## src/rtl/idli_sqi_ctrl.sv

```systemverilog
// idli_sqi_ctrl: quad-SPI (SQI) SRAM controller.
// Runs a streaming read or write: 2 command nibbles, 6 address nibbles,
// 2 dummy cycles for reads, then an open-ended data phase of 4-bit slices.
// Every output except o_ready comes straight from a flop.
module idli_sqi_ctrl (
  input  logic        i_clk,
  input  logic        i_rst,
  input  logic        i_redirect,
  input  logic [15:0] i_addr,
  input  logic        i_wr,
  input  logic        i_stop,
  input  logic        i_hold,
  input  logic [3:0]  i_slice,
  output logic        o_ready,
  output logic [3:0]  o_slice,
  output logic        o_valid,
  output logic [1:0]  o_ctr,
  output logic        o_busy,
  output logic        o_cs_n,
  output logic        o_sck_en,
  output logic [3:0]  o_sio,
  output logic        o_sio_oe,
  input  logic [3:0]  i_sio
);

  typedef enum logic [2:0] {
    S_IDLE,
    S_GAP,
    S_CMD,
    S_ADDR,
    S_DUMMY,
    S_DATA
  } state_t;

  localparam logic [7:0] CMD_RD = 8'h03;
  localparam logic [7:0] CMD_WR = 8'h02;

  state_t      r_state;
  logic [2:0]  r_cnt;      // cycle index within CMD/ADDR/DUMMY
  logic [15:0] r_addr;
  logic        r_wr;
  logic        r_cs_n;
  logic        r_sck_en;
  logic [3:0]  r_sio;
  logic        r_sio_oe;
  logic        r_valid;
  logic [3:0]  r_slice;
  logic [1:0]  r_ctr;
  logic        r_busy;

  logic [23:0] w_baddr;
  logic [2:0]  w_nib_sel;
  logic [3:0]  w_addr_nib;
  logic        w_last_addr;
  logic        w_xfer;

  // The SRAM is byte addressed; a word address becomes an even byte address.
  assign w_baddr     = {7'b0, r_addr, 1'b0};
  assign w_last_addr = (r_state == S_ADDR) && (r_cnt == 3'd5);

  // Write slices are taken from the last address cycle on, so the first one
  // is already on the wire in the first data cycle.
  assign o_ready = r_wr && !i_hold && (w_last_addr || (r_state == S_DATA));
  assign w_xfer  = r_valid || o_ready;

  assign o_slice  = r_slice;
  assign o_valid  = r_valid;
  assign o_ctr    = r_ctr;
  assign o_busy   = r_busy;
  assign o_cs_n   = r_cs_n;
  assign o_sck_en = r_sck_en;
  assign o_sio    = r_sio;
  assign o_sio_oe = r_sio_oe;

  // Address nibble to drive next cycle: nibble 0 after the last CMD cycle,
  // otherwise the one after the current ADDR cycle (MSB nibble first).
  always_comb begin
    w_nib_sel  = (r_state == S_CMD) ? 3'd0 : r_cnt + 3'd1;
    w_addr_nib = 4'h0;
    case (w_nib_sel)
      3'd0:    w_addr_nib = w_baddr[23:20];
      3'd1:    w_addr_nib = w_baddr[19:16];
      3'd2:    w_addr_nib = w_baddr[15:12];
      3'd3:    w_addr_nib = w_baddr[11:8];
      3'd4:    w_addr_nib = w_baddr[7:4];
      3'd5:    w_addr_nib = w_baddr[3:0];
      default: w_addr_nib = 4'h0;
    endcase
  end

  // Transaction FSM; all bus and stream outputs are set for the next cycle.
  always_ff @(posedge i_clk) begin
    if (i_rst) begin
      r_state  <= S_IDLE;
      r_cnt    <= 3'd0;
      r_addr   <= 16'h0;
      r_wr     <= 1'b0;
      r_cs_n   <= 1'b1;
      r_sck_en <= 1'b0;
      r_sio    <= 4'h0;
      r_sio_oe <= 1'b0;
      r_valid  <= 1'b0;
      r_slice  <= 4'h0;
      r_busy   <= 1'b0;
    end else if (i_redirect) begin
      // Redirect beats stop. From a live transaction, deselect for one
      // cycle first so the SRAM sees a fresh command.
      r_addr  <= i_addr;
      r_wr    <= i_wr;
      r_cnt   <= 3'd0;
      r_valid <= 1'b0;
      r_busy  <= 1'b1;
      if (r_state == S_IDLE) begin
        r_state  <= S_CMD;
        r_cs_n   <= 1'b0;
        r_sck_en <= 1'b1;
        r_sio    <= i_wr ? CMD_WR[7:4] : CMD_RD[7:4];
        r_sio_oe <= 1'b1;
      end else begin
        r_state  <= S_GAP;
        r_cs_n   <= 1'b1;
        r_sck_en <= 1'b0;
        r_sio_oe <= 1'b0;
      end
    end else if (i_stop && (r_state != S_IDLE)) begin
      r_state  <= S_IDLE;
      r_cnt    <= 3'd0;
      r_cs_n   <= 1'b1;
      r_sck_en <= 1'b0;
      r_sio_oe <= 1'b0;
      r_valid  <= 1'b0;
      r_busy   <= 1'b0;
    end else begin
      r_valid <= 1'b0;
      case (r_state)
        S_GAP: begin
          r_state  <= S_CMD;
          r_cnt    <= 3'd0;
          r_cs_n   <= 1'b0;
          r_sck_en <= 1'b1;
          r_sio    <= r_wr ? CMD_WR[7:4] : CMD_RD[7:4];
          r_sio_oe <= 1'b1;
        end
        S_CMD: begin
          if (r_cnt == 3'd0) begin
            r_cnt <= 3'd1;
            r_sio <= r_wr ? CMD_WR[3:0] : CMD_RD[3:0];
          end else begin
            r_state <= S_ADDR;
            r_cnt   <= 3'd0;
            r_sio   <= w_addr_nib;
          end
        end
        S_ADDR: begin
          if (r_cnt != 3'd5) begin
            r_cnt <= r_cnt + 3'd1;
            r_sio <= w_addr_nib;
          end else if (r_wr) begin
            // Hold here stalls the first write slice.
            r_state  <= S_DATA;
            r_cnt    <= 3'd0;
            r_sck_en <= !i_hold;
            if (!i_hold) r_sio <= i_slice;
          end else begin
            r_state  <= S_DUMMY;
            r_cnt    <= 3'd0;
            r_sio    <= 4'h0;
            r_sio_oe <= 1'b0;
          end
        end
        S_DUMMY: begin
          if (r_cnt == 3'd0) begin
            r_cnt <= 3'd1;
          end else begin
            r_state <= S_DATA;
            r_cnt   <= 3'd0;
          end
        end
        S_DATA: begin
          // A held cycle gates the SRAM clock, so nothing moves on the wire.
          r_sck_en <= !i_hold;
          if (r_wr) begin
            if (!i_hold) r_sio <= i_slice;
          end else if (r_sck_en) begin
            r_slice <= i_sio;
            r_valid <= 1'b1;
          end
        end
        default: begin
        end
      endcase
    end
  end

  // Slice index: cleared by redirect, advances once per slice moved.
  always_ff @(posedge i_clk) begin
    if (i_rst || i_redirect) begin
      r_ctr <= 2'd0;
    end else if (w_xfer) begin
      r_ctr <= r_ctr + 2'd1;
    end
  end

endmodule

```

## config.mk

```make
export PLATFORM = sky130hd
export DESIGN_NAME = idli_sqi_ctrl
export DESIGN_NICKNAME = d
export VERILOG_FILES = /design/src/rtl/idli_sqi_ctrl.sv
export SDC_FILE = /design/constraint.sdc
export NUM_CORES = 1
export LEC_CHECK = 0
export ABC_CLOCK_PERIOD_IN_PS = 2000
export CAP_MARGIN = 20
export CORE_ASPECT_RATIO = 0.5
export CORE_MARGIN = 5
export CORE_UTILIZATION = 45
export CTS_CLUSTER_DIAMETER = 120
export DETAILED_ROUTE_END_ITERATION = 6
export PLACE_DENSITY_LB_ADDON = 0.08
export SLEW_MARGIN = 15
export SYNTH_ARGS = -nofsm -noshare
export SYNTH_HDL_FRONTEND = slang
export SYNTH_SLANG_ARGS = --single-unit
```

## constraint.sdc

```tcl
create_clock -name i_clk -period 2 [get_ports i_clk]
set_input_delay 0.4 -clock i_clk [delete_from_list [all_inputs] [get_ports i_clk]]
set_output_delay 0.4 -clock i_clk [all_outputs]
set_load 0.005 [all_outputs]
```

# After elaboration in Yosys (flattened, before gate mapping)
# Cells that the tools add are included.
dict set report word_totals {
  output_inout_bits 16
  in_bits 30
  memories 0
  wordCells 105
  regBits 38
  romBits 0
  ram_bits 0
  latch_bits 0
}
dict set report op_classes {
  eq_ne 20
  shift 0
  n_lt_le_gt_ge 0
  bitwise_logic 4
  n_mux 41
  reduce_logical 26
  n_addsub 2
  n_div 0
  mul 0
}
# cell count
set ops {}
lappend ops {{$mux W4} 8}
lappend ops {{$mux W3} 7}
lappend ops {{$pmux W4 S5} 1}
lappend ops {{$mux W1} 19}
lappend ops {{$pmux W4 S4} 1}
lappend ops {{$eq A3 B3 Y1 const B} 5}
lappend ops {{$eq A3 B2 Y1 const B} 4}
lappend ops {{$ne A4 B4 Y1 const B} 3}
lappend ops {{$pmux W3 S4} 1}
lappend ops {{$reduce_bool A5 Y1} 2}
lappend ops {{$pmux W3 S3} 1}
lappend ops {{$reduce_bool A3 Y1} 3}
lappend ops {{$ne A4 B3 Y1 const B} 2}
lappend ops {{$reduce_and A4 Y1} 2}
lappend ops {{$eq A3 B1 Y1 const B} 2}
lappend ops {{$logic_not A3 Y1} 2}
lappend ops {{$ne A3 B3 Y1 const B} 2}
lappend ops {{$reduce_and A3 Y1} 2}
lappend ops {{$reduce_bool A6 Y1} 1}
lappend ops {{$reduce_and A5 Y1} 1}
lappend ops {{$reduce_or A5 Y1} 1}
lappend ops {{$logic_and A1 B1 Y1} 4}
lappend ops {{$not A1 Y1} 4}
lappend ops {{$reduce_bool A4 Y1} 1}
lappend ops {{other kinds (12)} 14}

# Logic depth before layout (Yosys ltp)
dict set report depth {
  word_depth 8
  mapped_depth 8
  mapped_depth_nobuf 7
}

# Least setup slack after synthesis
# Ideal clock, no wire load.
dict set report synth_timing {
  path_type {reg2reg}
  start {reg r_cnt[0]}
  end {reg r_sio[1], in the netlist o_sio[1]}
  path_stages_with_launch 8
  n_path_buf 1
  setup_ns 0.087
  t_required_ns 1.913
  synth_period_minus_slack_ns 1.890
  t_arrival_ns 1.803
  path_slack_ns 0.110
  cell_sequence {dfxtp_1 -> buf_6 -> inv_1 -> ha_1 -> or3_4 -> o22ai_2 -> a21oi_1 -> o31ai_1}
}
dict set report synth_via {
  elab_chain_cells 8
  elab_cells_between_ends 15
  classes_between {1 x add/sub; 6 x eq/ne; 7 x mux; 1 x reduce/logical}
}
# element line_no
set synth_lines {}
lappend synth_lines {{from (decl)} 39} ;# logic [2:0] r_cnt;
lappend synth_lines {{from (signal assigned)} 156} ;# r_cnt <= r_cnt + 3'd1;
lappend synth_lines {{$add A3 B1 Y3} 78} ;# w_nib_sel = (r_state == S_CMD) ? 3'd0 : r_cnt + 3'd1;
lappend synth_lines {{$mux W3} 78}
lappend synth_lines {{$eq A3 B3 Y1 (tied with other cells)} 80} ;# case (w_nib_sel)
lappend synth_lines {{$pmux W4 S5} 80}
lappend synth_lines {{$mux W4, on equally long branches} {155, 145}}
lappend synth_lines {{$pmux W4 S4 *} 135} ;# case (r_state)
lappend synth_lines {{$mux W4 *} 125} ;# end else if (i_stop && (r_state != S_IDLE)) begin
lappend synth_lines {{$mux W4 *} 105} ;# end else if (i_redirect) begin
lappend synth_lines {{to (signal assigned)} 141} ;# r_sio <= r_wr ? CMD_WR[7:4] : CMD_RD[7:4];
lappend synth_lines {{to (signal assigned)} 157} ;# r_sio <= w_addr_nib;
lappend synth_lines {{to (signal assigned)} 163} ;# if (!i_hold) r_sio <= i_slice;
lappend synth_lines {{to (decl)} 44} ;# logic [3:0] r_sio;
# Every way passes the cells marked *; elsewhere a longest branch is shown, timed or not. The select of a mux whose other input is x is not followed.
# A chain may end at the register's enable or synchronous reset.

# Worst setup path after layout
dict set report layout_timing {
  start {reg r_cnt[1]}
  end {out o_ready}
}
dict set report layout_via {
  elab_chain_cells 4
}
# element line_no
set layout_lines {}
lappend layout_lines {{$eq A3 B3 Y1} 59} ;# assign w_last_addr = (r_state == S_ADDR) && (r_cnt == 3'd5);
lappend layout_lines {{$logic_and A1 B1 Y1} 59}
lappend layout_lines {{$logic_or A1 B1 Y1} 63} ;# assign o_ready = r_wr && !i_hold && (w_last_addr || (r_state == S_DATA));
lappend layout_lines {{$logic_and A1 B1 Y1} 63}
lappend layout_lines {{to (decl)} 14} ;# output logic o_ready,
# Every way passes these cells.

==> results.md <==
Final layout:
- Registers take 761 sq um.
- The library cell used most frequently in the layout, excluding fill and tap cells, is sky130_fd_sc_hd__clkdlybuf4s50_1.
- The share of the core filled with cells in the final layout is 62.8%.
- The layout filler cell count is 411.
- In the layout the commonest cells are sky130_fd_sc_hd__clkdlybuf4s50_1, sky130_fd_sc_hd__nor2_1, sky130_fd_sc_hd__dfxtp_1, sky130_fd_sc_hd__mux2i_1, sky130_fd_sc_hd__buf_4.
- The final cell count without fillers is 359.
- The post-route netlist has 14.9% of its cells at a drive strength greater than 1.
- The layout overhead on the synthesized area is 34.2%.
- In the final layout, the multi-input gates occupy 0.00119 sq mm.
- The net count reported at finish is 335.
- Summing all non-filler instances in the final layout gives an area of 0.00278 sq mm.
- The number of antenna diodes in the final layout is 0.

Global routing:
- The global-route wire length before repair is 8550 microns.
- The number of global-route vias before repair is 1777.
- The number of antenna violations at the first check in global routing is 0.
- The overall track demand over capacity in global routing is 17.2%.
- For this run the aggregate overflow at the end of global routing stands at 0.
- The largest net degree at the start of global routing is 37.

CTS:
- The number of sinks handled by clock tree synthesis is 38.
- The CTS tree is done.
- For this design, the CTS-stage hold fixing added 0 buffers.
- The longest clock path from root to sink contains 2 buffers.
- The maximum level of the CTS H-tree is 2.
- The buffer cell driving the clock tree root is sky130_fd_sc_hd__clkbuf_8.
- Clock latency on the worst-skew pair, taken at its later pin, is 290 ps.
- Buffers inserted during clock tree synthesis total 5.
- After clock tree synthesis, the clock-pin slew on the worst setup and hold paths is 80 ps.

Worst setup path:
- The largest fanout on the critical path is 2.
- The worst setup path is launched from a flop.
- At the worst endpoint, the arrival time is 1500 ps.
- By startpoint and endpoint, the worst setup path is classified as flop to output port.
- The critical path endpoint category is an output port.
- STA puts the critical path data required time at 1600 ps.

Floorplanning:
- The number of ports placed on the die boundary is 46.
- In this run the vertical extent of the chip is 58.0 microns.
- The number of placement rows is 17.
- The core box area is 0.00442 sq mm.
- The horizontal die dimension is 106 microns.
- The overall die area is 0.00614 sq mm.
- For this configuration, the core starts out at a cell density of 46.8%.

Logic synthesis:
- Counting flops and latches in the post-synthesis netlist gives 38.
- Yosys printed 0 warnings.
- The post-synthesis instance total is 242.
- The number of nets in the synthesized netlist is 275.
- The mean instance size in the synthesized netlist is 8.55 sq um.
- Of the synthesized area, sequential elements account for 36.8%.
- The synthesized area is 0.00207 sq mm.
- The unique cell type count in the Yosys netlist is 51.
- Yosys mapped a number of flops with a built-in enable equal to 0.
- The main flop type after synthesis is sky130_fd_sc_hd__dfxtp_1.
- The async set or reset register ratio after synthesis is 0%.

Status:
- The run finished with clean final reports.

Timing:
- Derived from the worst setup path, the maximum achievable clock frequency is 525 MHz.
- The worst path in the final design needs a cycle of 1900 ps, including I/O delays and setup.
- The number of endpoints with negative hold slack in the final report came to 0.
- Final hold analysis gives a worst-case slack of 458 ps.
- The final clock period utilization by the worst path is 95.2%.
- The max-slew violation count is 0.
- The relative slew slack is 71.4%.
- Setup violations remaining at the end of the flow were counted as 0.
- The worst-case clock skew is 8.00 ps.
- Setup slack closes at 96.7 ps.
- Setup repair after global routing could not meet its margin everywhere.
- The final setup TNS is 0 ps.
- The pin slew with the least headroom to its limit is 429 ps.

Job:
- The count of maximum capacitance violations is 0.

Hold path:
- The class of the tightest hold or removal check is flop to flop.

Route:
- The final routed wire length divided by cell count is 14.0 microns.
- In the routed design, unresolved DRC markers number 0.
- The starting DRC count in detailed routing is 69.
- Summed over all layers, the routed wires come to 5040 microns.
- The count of nets left with antenna violations once routing finished came out at 0.
- The final route contains 1895 vias.
- The detail-routed via count per cell is 5.28.
- The first detailed-routing pass took 4 iterations.

Power and ir drop:
- The part of the total power dissipated in the clock network is 29.4%.
- The worst vdd rail ir drop is 0.000309 V.
- Overall power consumption after layout is estimated at 1.71 mW.
- In this run switching power makes up 28.3% of total power.
- The switching power is 484 uW.
- The analysis attributes to cell leakage a power of 1.09 nW.
- The internal portion of total power is 1.23 mW.
- The part of the total power dissipated in sequential elements is 47.7%.
- Of the total power, combinational logic draws 23.0%.
- The power density over the cells is 616 mW/mm^2.

Placed design:
- The cell area reported after detailed placement is 0.00267 sq mm.
- The cell count after placement is 350.
- OpenSTA, run right after detailed placement, puts the worst setup slack at -99.9 ps.
- The routability-driven placement congestion ratio is 0.868.
- The post-DP HPWL is 3780 microns.
- The port buffer count is 45.
-- per-layer routing --
layer | up-vias | part of all wire, % | global-route usage [%]
met3 | 2 | 6.6 | 5.45
met1 | 872 | 50 | 24.0
met2 | 45 | 43 | 26.1
met5 | - | 0 | 0
met4 | 0 | 0.20 | 3.69
li1 | 976 | - | -
-- cell usage after synthesis (all sizes together), types with 2 or more instances --
library cell	number	area share, %
ha	3	1.8
nand2b	5	1.5
nand2	19	3.4
o21ai	8	1.9
nor2	38	6.9
a221oi	3	1.3
a31oi	2	0.60
o2bb2ai	2	0.85
inv	6	1.1
nand3b	2	0.73
nand4b	2	0.85
nand3	2	0.48
a21oi	14	3.4
a211oi	2	0.73
nor3	9	3.0
mux2i	31	15
o22ai	4	1.5
or3	3	1.2
dfxtp	38	37
a22oi	4	1.5
clkbuf	6	1.1
nor4	3	0.91
buf	12	4.5
o31ai	2	0.73
mux2	2	1.1
or2	2	0.60
nor2b	4	1.2
-- sequential cells by signal, summed over array words and instances (netlist names), 2 cells and up --
name and count:
r_addr 16, r_state 3, o_slice 4, o_ctr 2
r_cnt 3, o_sio 4
-- cell type report --
type                            count  area share (%)
Clock inverter                      2           0.361
Inverter                            6           0.811
Tap cell                           57            2.57
Clock buffer                        5            2.48
Sequential cell                    38            27.4
Multi-Input combinational cell    180            42.7
Timing Repair Buffer               71            23.7
-- worst max-delay path: stages (launching register included) --
cell and delay (ps):
sky130_fd_sc_hd__dfxtp_1 320, sky130_fd_sc_hd__inv_1 70, sky130_fd_sc_hd__ha_1 170, sky130_fd_sc_hd__nand4b_1 150
sky130_fd_sc_hd__a211oi_2 240, sky130_fd_sc_hd__dlygate4sd2_1 270
-- path summary, 6_finish.rpt --
| path | start | to | slack (ps) | depth (start not counted) |
|---|---|---|---|---|
| worst min register to register | o_sio[2] | o_sio[2] | 460 | 2 |
| worst min-delay path | o_sio[2] | o_sio[2] | 460 | 2 |
| worst max-delay path | r_cnt[1] | o_ready | 100 | 5 |
| worst max register to register | r_cnt[0] | o_sio[0] | 130 | 8 |
-- power groups by stage --
stage	logic [mW]	registers [mW]	clock network, mW
floorplan	0.245	0.830	0
global placement	0.386	0.832	0
detailed placement	0.392	0.833	0
CTS	0.393	0.816	0.524
global route	0.433	0.821	0.560
finish	0.393	0.815	0.502
-- logic make-up after synthesis --
logic type / after synthesis / synth area share (%)
simple gates: 94 / 22.5
compound gates: 48 / 15.4
flops: 38 / 36.8
xor+xnor: 2 / 0.847
buf+inv: 24 / 6.65
mux: 33 / 16.1
fa+ha+maj: 3 / 1.81
-- timing repair --
action	CTS	global route
buffers inserted	1	1
gates resized for setup	2	2
pin swaps	1	1
endpoints found under the hold margin	0	0
endpoints found under the setup margin	1	5
Note: power is estimated with default switching activity, not from simulation.
